$ cat config.mk
export PLATFORM = sky130hd
export DESIGN_NAME = cntr_param_flat
export DESIGN_NICKNAME = d
export VERILOG_FILES = /design/src/rtl/cntr_param_if.sv /design/src/rtl/cntr_param.sv /design/src/flat_wrapper.sv
export SDC_FILE = /design/constraint.sdc
export NUM_CORES = 1
export LEC_CHECK = 0
export CAP_MARGIN = 30
export CORE_MARGIN = 2
export CORE_UTILIZATION = 30
export CTS_CLUSTER_DIAMETER = 150
export DETAILED_ROUTE_END_ITERATION = 8
export HOLD_SLACK_MARGIN = 0.02
export PLACE_DENSITY = 0.49
export REMOVE_ABC_BUFFERS = 1
export SYNTH_ARGS = -nofsm -noshare
export SYNTH_HDL_FRONTEND = slang
export SYNTH_SLANG_ARGS = --single-unit
$ cat constraint.sdc
create_clock -name clk -period 29.2 [get_ports clk]
set_clock_uncertainty 0.05 [all_clocks]
set_input_delay 2.92 -clock clk [delete_from_list [all_inputs] [get_ports clk]]
set_output_delay 2.92 -clock clk [all_outputs]
set_load 0.01 [all_outputs]
$ cat src/rtl/cntr_param_if.sv
// Control/data bundle for the parametrised up/down counter.
// master drives controls and load/limit values; slave (the counter) returns count, state and flags.
interface cntr_param_if #(
   parameter int WIDTH = 8
);
   logic             clr;
   logic             load;
   logic             en;
   logic             inc;
   logic             sat;
   logic [WIDTH-1:0] d_in;
   logic [WIDTH-1:0] lim;
   logic [WIDTH-1:0] d_out;
   logic [2:0]       o_state;
   logic             tc;
   logic             wrp;

   modport master (
      output clr, load, en, inc, sat, d_in, lim,
      input  d_out, o_state, tc, wrp
   );

   modport slave (
      input  clr, load, en, inc, sat, d_in, lim,
      output d_out, o_state, tc, wrp
   );
endinterface

$ cat src/rtl/cntr_param.sv
// Loadable up/down counter with programmable limit, wrap/saturate modes and an exposed FSM state.
// Latency: one clock from sampled controls to d_out/o_state/wrp; no backpressure, an update every enabled edge.
module cntr_param #(
   parameter int WIDTH = 8,
   parameter int STEP  = 1
) (
   input logic         clk,
   input logic         reset_n,
   cntr_param_if.slave bus
);
   typedef enum logic [2:0] {
      IDLE = 3'b000,
      LOAD = 3'b001,
      INC  = 3'b010,
      DEC  = 3'b011,
      HOLD = 3'b100
   } state_t;

   localparam logic [WIDTH:0] STEP_X = (WIDTH+1)'(STEP);
   localparam logic [WIDTH:0] ONE_X  = (WIDTH+1)'(1);

   state_t           state_q, state_d;
   logic [WIDTH-1:0] cnt_q, cnt_d;
   logic             wrp_q, wrp_d;

   logic [WIDTH:0]   c_x, lim_x, m_x, sum_x, def_x, upd_x;
   logic             upd_wrp;

   // One extra bit keeps c+STEP and lim+1 exact for any legal STEP.
   always_comb begin
      c_x     = {1'b0, cnt_q};
      lim_x   = {1'b0, bus.lim};
      m_x     = lim_x + ONE_X;
      sum_x   = c_x + STEP_X;
      def_x   = STEP_X - c_x;
      upd_x   = '0;
      upd_wrp = 1'b0;
      if (c_x > lim_x) begin
         upd_x   = bus.sat ? lim_x : '0;
         upd_wrp = 1'b1;
      end else if (bus.inc) begin
         if (sum_x <= lim_x) begin
            upd_x = sum_x;
         end else begin
            upd_x   = bus.sat ? lim_x : (sum_x % m_x);
            upd_wrp = 1'b1;
         end
      end else begin
         if (c_x >= STEP_X) begin
            upd_x = c_x - STEP_X;
         end else begin
            // Borrow below zero: step back from M by the deficit, reduced modulo M.
            upd_x   = bus.sat ? '0 : ((m_x - (def_x % m_x)) % m_x);
            upd_wrp = 1'b1;
         end
      end
   end

   always_comb begin
      state_d = state_q;
      cnt_d   = cnt_q;
      wrp_d   = 1'b0;
      if (bus.clr || (state_q > HOLD)) begin
         state_d = IDLE;
         cnt_d   = '0;
      end else if (bus.load) begin
         state_d = LOAD;
         cnt_d   = (bus.d_in > bus.lim) ? bus.lim : bus.d_in;
         wrp_d   = (bus.d_in > bus.lim);
      end else if (bus.en) begin
         state_d = bus.inc ? INC : DEC;
         cnt_d   = WIDTH'(upd_x);
         wrp_d   = upd_wrp;
      end else if (state_q != IDLE) begin
         state_d = HOLD;
      end
   end

   always_ff @(posedge clk or negedge reset_n) begin
      if (!reset_n) begin
         state_q <= IDLE;
         cnt_q   <= '0;
         wrp_q   <= 1'b0;
      end else begin
         state_q <= state_d;
         cnt_q   <= cnt_d;
         wrp_q   <= wrp_d;
      end
   end

   assign bus.d_out   = cnt_q;
   assign bus.o_state = state_q;
   assign bus.wrp     = wrp_q;
   assign bus.tc      = ((state_q == INC) && (cnt_q == bus.lim)) ||
                        ((state_q == DEC) && (cnt_q == '0));
endmodule

$ cat src/flat_wrapper.sv
// flat-port wrapper written by rule: the top's interface ports become plain ports
module cntr_param_flat 
#(
   parameter int WIDTH = 8,
   parameter int STEP  = 1
)
  (clk, reset_n, bus_clr, bus_load, bus_en, bus_inc, bus_sat, bus_d_in, bus_lim, bus_d_out, bus_o_state, bus_tc, bus_wrp);
  cntr_param_if #(.WIDTH(WIDTH)) bus_i ();
  input logic clk;
  input logic reset_n;
  input wire logic [$bits(bus_i.clr)-1:0] bus_clr;
  input wire logic [$bits(bus_i.load)-1:0] bus_load;
  input wire logic [$bits(bus_i.en)-1:0] bus_en;
  input wire logic [$bits(bus_i.inc)-1:0] bus_inc;
  input wire logic [$bits(bus_i.sat)-1:0] bus_sat;
  input wire logic [$bits(bus_i.d_in)-1:0] bus_d_in;
  input wire logic [$bits(bus_i.lim)-1:0] bus_lim;
  output wire logic [$bits(bus_i.d_out)-1:0] bus_d_out;
  output wire logic [$bits(bus_i.o_state)-1:0] bus_o_state;
  output wire logic [$bits(bus_i.tc)-1:0] bus_tc;
  output wire logic [$bits(bus_i.wrp)-1:0] bus_wrp;
  assign bus_i.clr = bus_clr;
  assign bus_i.load = bus_load;
  assign bus_i.en = bus_en;
  assign bus_i.inc = bus_inc;
  assign bus_i.sat = bus_sat;
  assign bus_i.d_in = bus_d_in;
  assign bus_i.lim = bus_lim;
  assign bus_d_out = bus_i.d_out;
  assign bus_o_state = bus_i.o_state;
  assign bus_tc = bus_i.tc;
  assign bus_wrp = bus_i.wrp;
  cntr_param #(.WIDTH(WIDTH), .STEP(STEP)) u_core (.clk(clk), .reset_n(reset_n), .bus(bus_i));
endmodule
==> impl_metrics.ini, run 1 <==
[global_routing]
grt_max_degree = 28
busiest_layer = met2
gr-usage-met1_pct = 28.1
grt_pass1_wl_um = 52400
track_usage_pct = 20.5
grt_overflow_total = 0
antenna_found_initial = 1
first_global_vias = 10000
globalRouteMet2Util_pct = 35.3
use_met3_pct = 0.874

[clock_tree]
cts_tree = yes
ctsHoldBuffers = 0
root_buffer = clkbuf_16
clock-sinks = 12
htree_levels = 1
cts_max_path_buffers = 2
clkTransAtPathRegs_ns = 0.05
cts_made_buffers = 3
clk_latency_ns = 0.25

[min_path]
hold_depth = 1
hold_end = u_core.bus.o_state[2]$_DFFE_PN0P_
worstHoldStart = u_core.bus.o_state[2]$_DFFE_PN0P_
hp-class = reg -> reg

[final_layout]
layout.cells.non_filler = 1946
postLayoutCellArea_um2 = 13100
synthToLayoutAreaGrowth_pct = 43.1
layout.nets = 1762
layout-drive-gt1-share_pct = 32.2

[placed_design]
dp_hpwl_um = 26100
dp_slack_ns = -1.03
gp_congestion = 0.885
place_inst = 1904
dpl_cell_area_um2 = 12000
numPortBuffers = 35

[sta]
fmax_mhz = 35.6
slew-limit-headroom_pct = 37.0
slew_viol_final = 0
layout_setup_ws_ns = 1.11
tightest_slew_ns = 0.934
finalCriticalPeriod_ns = 28.09
min_period_over_period_pct = 96.2
hold_violations = 0
setup_viol = 0

[critical_path]
critPathBufInv = 19
critPathArrivalTime_ns = 28.18
cp_max_fo = 7
rrSetupSlack_ns = 2.96
worstReg2RegStart = u_core.bus.d_out[4]$_DFFE_PN0N_
crit_type = in -> reg
r2r_cells = 140
regToRegEndpoint = u_core.bus.d_out[1]$_DFFE_PN0N_
crit_top_cell = o21a_1
crit_path_top_delay_cell = or4_4
cpPeakStageDelay_ns = 0.54
worstPathRequired_ns = 29.28
path_delay_family = compound AO/OA/AOI/OAI gates
end_kind = flop
start_kind = input port

[logic_synthesis]
ys_seq_area_share_pct = 3.29
syn_area_um2 = 9130
yosysMostFrequentCell = ha_1
netlist_instances = 1232
ys_top_cells_by_area = ha_1, mux2_2, xnor2_1
ys_warn_count = 0
synth_cell_types = 80
synth_top_area_share_pct = 24.5
synth_flop_cell = dfrtp_1
async_flop_share_pct = 100
synthTopCellsByCount = ha_1, nor2_1, a21oi_1
synth-seq-cells = 12
synth-edff-count = 0
syn_avg_cell_area_um2 = 7.41
synth_largest_area_cell = ha_1

[floorplan]
core_area_um2 = 29800
die-area_um2 = 31900
rows = 63
die_h_um = 178
start_util_pct = 30.7
die_x_um = 178
io-pin-count = 36

[detailed_routing]
remaining_drc_errors = 0
vias = 10400
wirelength_um = 33700
antenna_left = 0
via_per_inst = 5.37
dr.pass1.iters = 5
wire_per_inst_um = 17.3
drtIter0Drc = 575

[run]
maxCapViolations = 0

[status]
status = complete, no violations
==> worst register-to-register path: cells and delay by family (launching register included) <==
kind                     cells  cell delay (ns)
XOR/XNOR                     4             0.67
adder cells (fa/ha/maj)     19             5.17
AO/OA/AOI/OAI               64            11.34
multiplexers                 6             1.74
buffers and inverters       18             2.49
flip-flops                   1             0.59
AND/OR/NAND/NOR             29             4.13
==> how the worst max path moves through the flow <==
stage	slack (ns)	endpoint	from	cells after the start
global placement	-0.43	u_core.bus.d_out[1]$_DFFE_PN0N_	bus_lim[1]	135
floorplan	-3.95	u_core.bus.d_out[1]$_DFFE_PN0N_	bus_lim[0]	124
global route	-0.35	u_core.bus.d_out[1]$_DFFE_PN0N_	bus_lim[1]	140
finish	1.11	u_core.bus.d_out[1]$_DFFE_PN0N_	bus_lim[1]	139
detailed placement	-1.03	u_core.bus.d_out[1]$_DFFE_PN0N_	bus_lim[1]	133
CTS	0.0006	u_core.bus.d_out[1]$_DFFE_PN0N_	bus_lim[1]	135
==> layer usage <==
metal	routed length, um	up-vias	share of wire, %
met1	15700	4957	47
met5	0	-	0
met2	16100	194	48
met4	662	0	2.0
met3	1250	32	3.7
li1	-	5263	-
==> registers in the layout, summed over array words and instances (netlist names) <==
| register | count |
|---|---|
| u_core.bus.wrp | 1 |
| u_core.bus.o_state | 3 |
| u_core.bus.d_out | 8 |
==> logic make-up (layout without fill, tap and decap cells) <==
kind of cell | after synthesis | after routing | synth area share, %
AND/OR/NAND/NOR | 385 | 385 | 20.8
flip-flops | 12 | 12 | 3.29
buffers and inverters | 101 | 424 | 4.43
other | 0 | 1 | 0
adder cells (fa/ha/maj) | 183 | 183 | 25.4
XOR/XNOR | 94 | 94 | 9.01
multiplexers | 75 | 75 | 9.07
AO/OA/AOI/OAI | 382 | 382 | 28.0
==> layout by cell type (no fill, tap or decap), types with 9 or more instances in the layout <==
cell / n
a21o_1: 29
a21oi_1: 79
a21oi_2: 14
a31oi_1: 14
buf_4: 308
clkdlybuf4s50_1: 30
dfrtp_1: 12
ha_1: 156
ha_4: 21
inv_1: 64
mux2_2: 35
mux2_4: 15
mux2i_1: 18
nand2_1: 75
nand2b_1: 20
nand3_1: 29
nand4_1: 14
nor2_1: 94
nor2b_1: 20
nor3_1: 52
nor3_2: 9
o21a_1: 56
o21ai_0: 56
o21ai_1: 18
or3_1: 14
xnor2_1: 50
xor2_1: 40
==> area by class of cell <==
type / instances / area, um2
repair buffers: 351 / 2760
multi-input cells: 1119 / 9170
well taps: 390 / 488
inverters: 69 / 259
flip-flops and latches: 12 / 300
clock buffers: 4 / 88.8
diodes: 1 / 2.50
fillers: 3020 / 16700
==> through the flow <==
step           hold slack [ns]  util [%]  setup TNS (ns)
5_1_grt                  0.554      43.8           -2.13
6_report                 0.507      43.8               0
3_5_place_dp             0.494      40.1           -6.42
3_3_place_gp             0.484      40.1           -1.63
4_1_cts                  0.507      41.0               0
2_1_floorplan            0.519         -          -29.18
==> what timing repair did <==
item	CTS	global route
pin swaps	20	72
endpoints found under the setup margin	8	8
gates resized for setup	41	121
setup buffers	7	31
endpoints found under the hold margin	0	0
Power of run 1 is left out: the tool's default activity adds up to more than one toggle a clock period on the data nets, which glitch-free logic cannot reach.
==> run 2, diff against run 1 <==
CELL_PAD_IN_SITES_DETAIL_PLACEMENT = 0   (was unset)
CELL_PAD_IN_SITES_GLOBAL_PLACEMENT = 1   (was unset)
PLACE_DENSITY = 0.61   (was 0.49)
==> run 2 against run 1 <==
Die area unchanged. Sequential cell count is the same. Final cell count grew 0.67%. Worst setup slack got worse by 0.14 ns. Critical path depth is 6 lower. Highest routed layer is now met5.
==> impl_metrics.ini, run 2 (same netlist as run 1, synthesis figures left out) <==
[floorplan]
core_area_um2 = 29800
die_x_um = 178
start_util_pct = 30.7
rows = 63
die-area_um2 = 31900
die_h_um = 178
io-pin-count = 36

[final_layout]
mostFrequentLayoutCell = buf_4
synthToLayoutAreaGrowth_pct = 44.8
diodes = 0
layout-drive-gt1-share_pct = 33.3
largest_reg_flops = 8
mostFrequentLayoutCells = buf_4, ha_1, nor2_1
layout.nets = 1776

[detailed_routing]
vias = 10500
dr.pass1.iters = 5
wirelength_um = 34700
drtIter0Drc = 602
antenna_left = 0
via_per_inst = 5.35
remaining_drc_errors = 0
wire_per_inst_um = 17.7

[critical_path]
cpPeakStageDelay_ns = 0.40
crit_path_top_delay_cell = a221o_2
r2r_cells = 132
start_kind = input port
rrSetupSlack_ns = 2.88
worstPathRequired_ns = 29.28
cp_max_fo = 8
regToRegEndpoint = u_core.bus.d_out[1]$_DFFE_PN0N_
critPathArrivalTime_ns = 28.31
worstReg2RegStart = u_core.bus.d_out[7]$_DFFE_PN0N_
crit_type = in -> reg
end_kind = flop

[min_path]
hold_end = u_core.bus.o_state[2]$_DFFE_PN0P_
worstHoldStart = u_core.bus.o_state[2]$_DFFE_PN0P_
hp-class = reg -> reg
hold_depth = 1

[global_routing]
track_usage_pct = 21.0
grt_pass1_wl_um = 53300
grt_overflow_total = 0
antenna_found_initial = 1
grt_max_degree = 28
first_global_vias = 10100

[placed_design]
dp_slack_ns = -1.22
gp_congestion = 0.854
dp_hpwl_um = 26700
numPortBuffers = 35

[sta]
tightest_slew_ns = 0.924
layout_setup_ws_ns = 0.967
fmax_mhz = 35.4
slew_viol_final = 0
hold_violations = 0
slew-limit-headroom_pct = 37.7
setup_viol = 0
min_period_over_period_pct = 96.7
finalCriticalPeriod_ns = 28.23

[clock_tree]
clock-sinks = 12
cts_tree = yes
htree_levels = 1
clk_latency_ns = 0.24
cts_max_path_buffers = 2
root_buffer = clkbuf_16
ctsHoldBuffers = 0
cts_made_buffers = 3
clkTransAtPathRegs_ns = 0.05

[status]
status = complete, no violations

[run]
maxCapViolations = 0
-- run 2: cell count changes in the layout (fill, tap and decap cells not counted), sizes merged --
cell | previous run | this run
buf | 317 | 331
diode | 1 | 0
-- run 2: worst max path at each step --
stage,start,end,depth (start not counted)
finish,bus_lim[1],u_core.bus.d_out[1]$_DFFE_PN0N_,133
global placement,bus_lim[1],u_core.bus.d_out[1]$_DFFE_PN0N_,125
CTS,bus_lim[1],u_core.bus.d_out[1]$_DFFE_PN0N_,136
detailed placement,bus_lim[1],u_core.bus.d_out[1]$_DFFE_PN0N_,130
global route,bus_lim[1],u_core.bus.d_out[1]$_DFFE_PN0N_,139
floorplan,bus_lim[0],u_core.bus.d_out[1]$_DFFE_PN0N_,124
-- run 2: metal layers --
metal | track usage, % | routed length, um | vias to the layer above
met5 | 0 | 13 | -
met4 | 3.90 | 655 | 2
met3 | 1.26 | 1150 | 46
met2 | 36.1 | 16500 | 195
met1 | 29.1 | 16400 | 4953
li1 | - | - | 5288
-- run 2: repair_timing --
action                     4_1_cts  5_1_grt
pin swaps                        7       70
gates resized for setup         33      138
buffers inserted                 9       36
setup endpoints to repair        8        8
-- run 2: area by class of cell --
| cell class | count | area [um2] |
|---|---|---|
| timing repair buffer | 365 | 2870 |
| clock buffer | 4 | 88.8 |
| sequential | 12 | 300 |
| tap | 390 | 488 |
| inverter | 69 | 259 |
| multi-input combinational | 1119 | 9220 |
| fill | 3057 | 16600 |
-- run 2: critical path, delay by kind of cell --
| family | cells | cell delay (ns) |
|---|---|---|
| compound gates | 62 | 11.24 |
| fa+ha+maj | 19 | 5.00 |
| mux | 11 | 3.37 |
| simple gates | 25 | 3.24 |
| buf+inv | 14 | 2.12 |
| xor+xnor | 2 | 0.35 |
-- run 2: through the flow --
step | instances | hold slack (ns) | instance area, um2 | util, % | TNS [ns]
after global placement | 1910 | 0.492 | 12000 | 40.3 | -3.14
final | 1959 | 0.515 | 13200 | 44.4 | 0
after CTS | 1923 | 0.509 | 12300 | 41.1 | 0
after detailed placement | 1910 | 0.498 | 12000 | 40.3 | -7.90
after floorplan | 1200 | 0.519 | 8990 | - | -29.18
after global routing | 1959 | 0.536 | 13200 | 44.4 | -1.64
Power of run 2 is left out for the same reason.
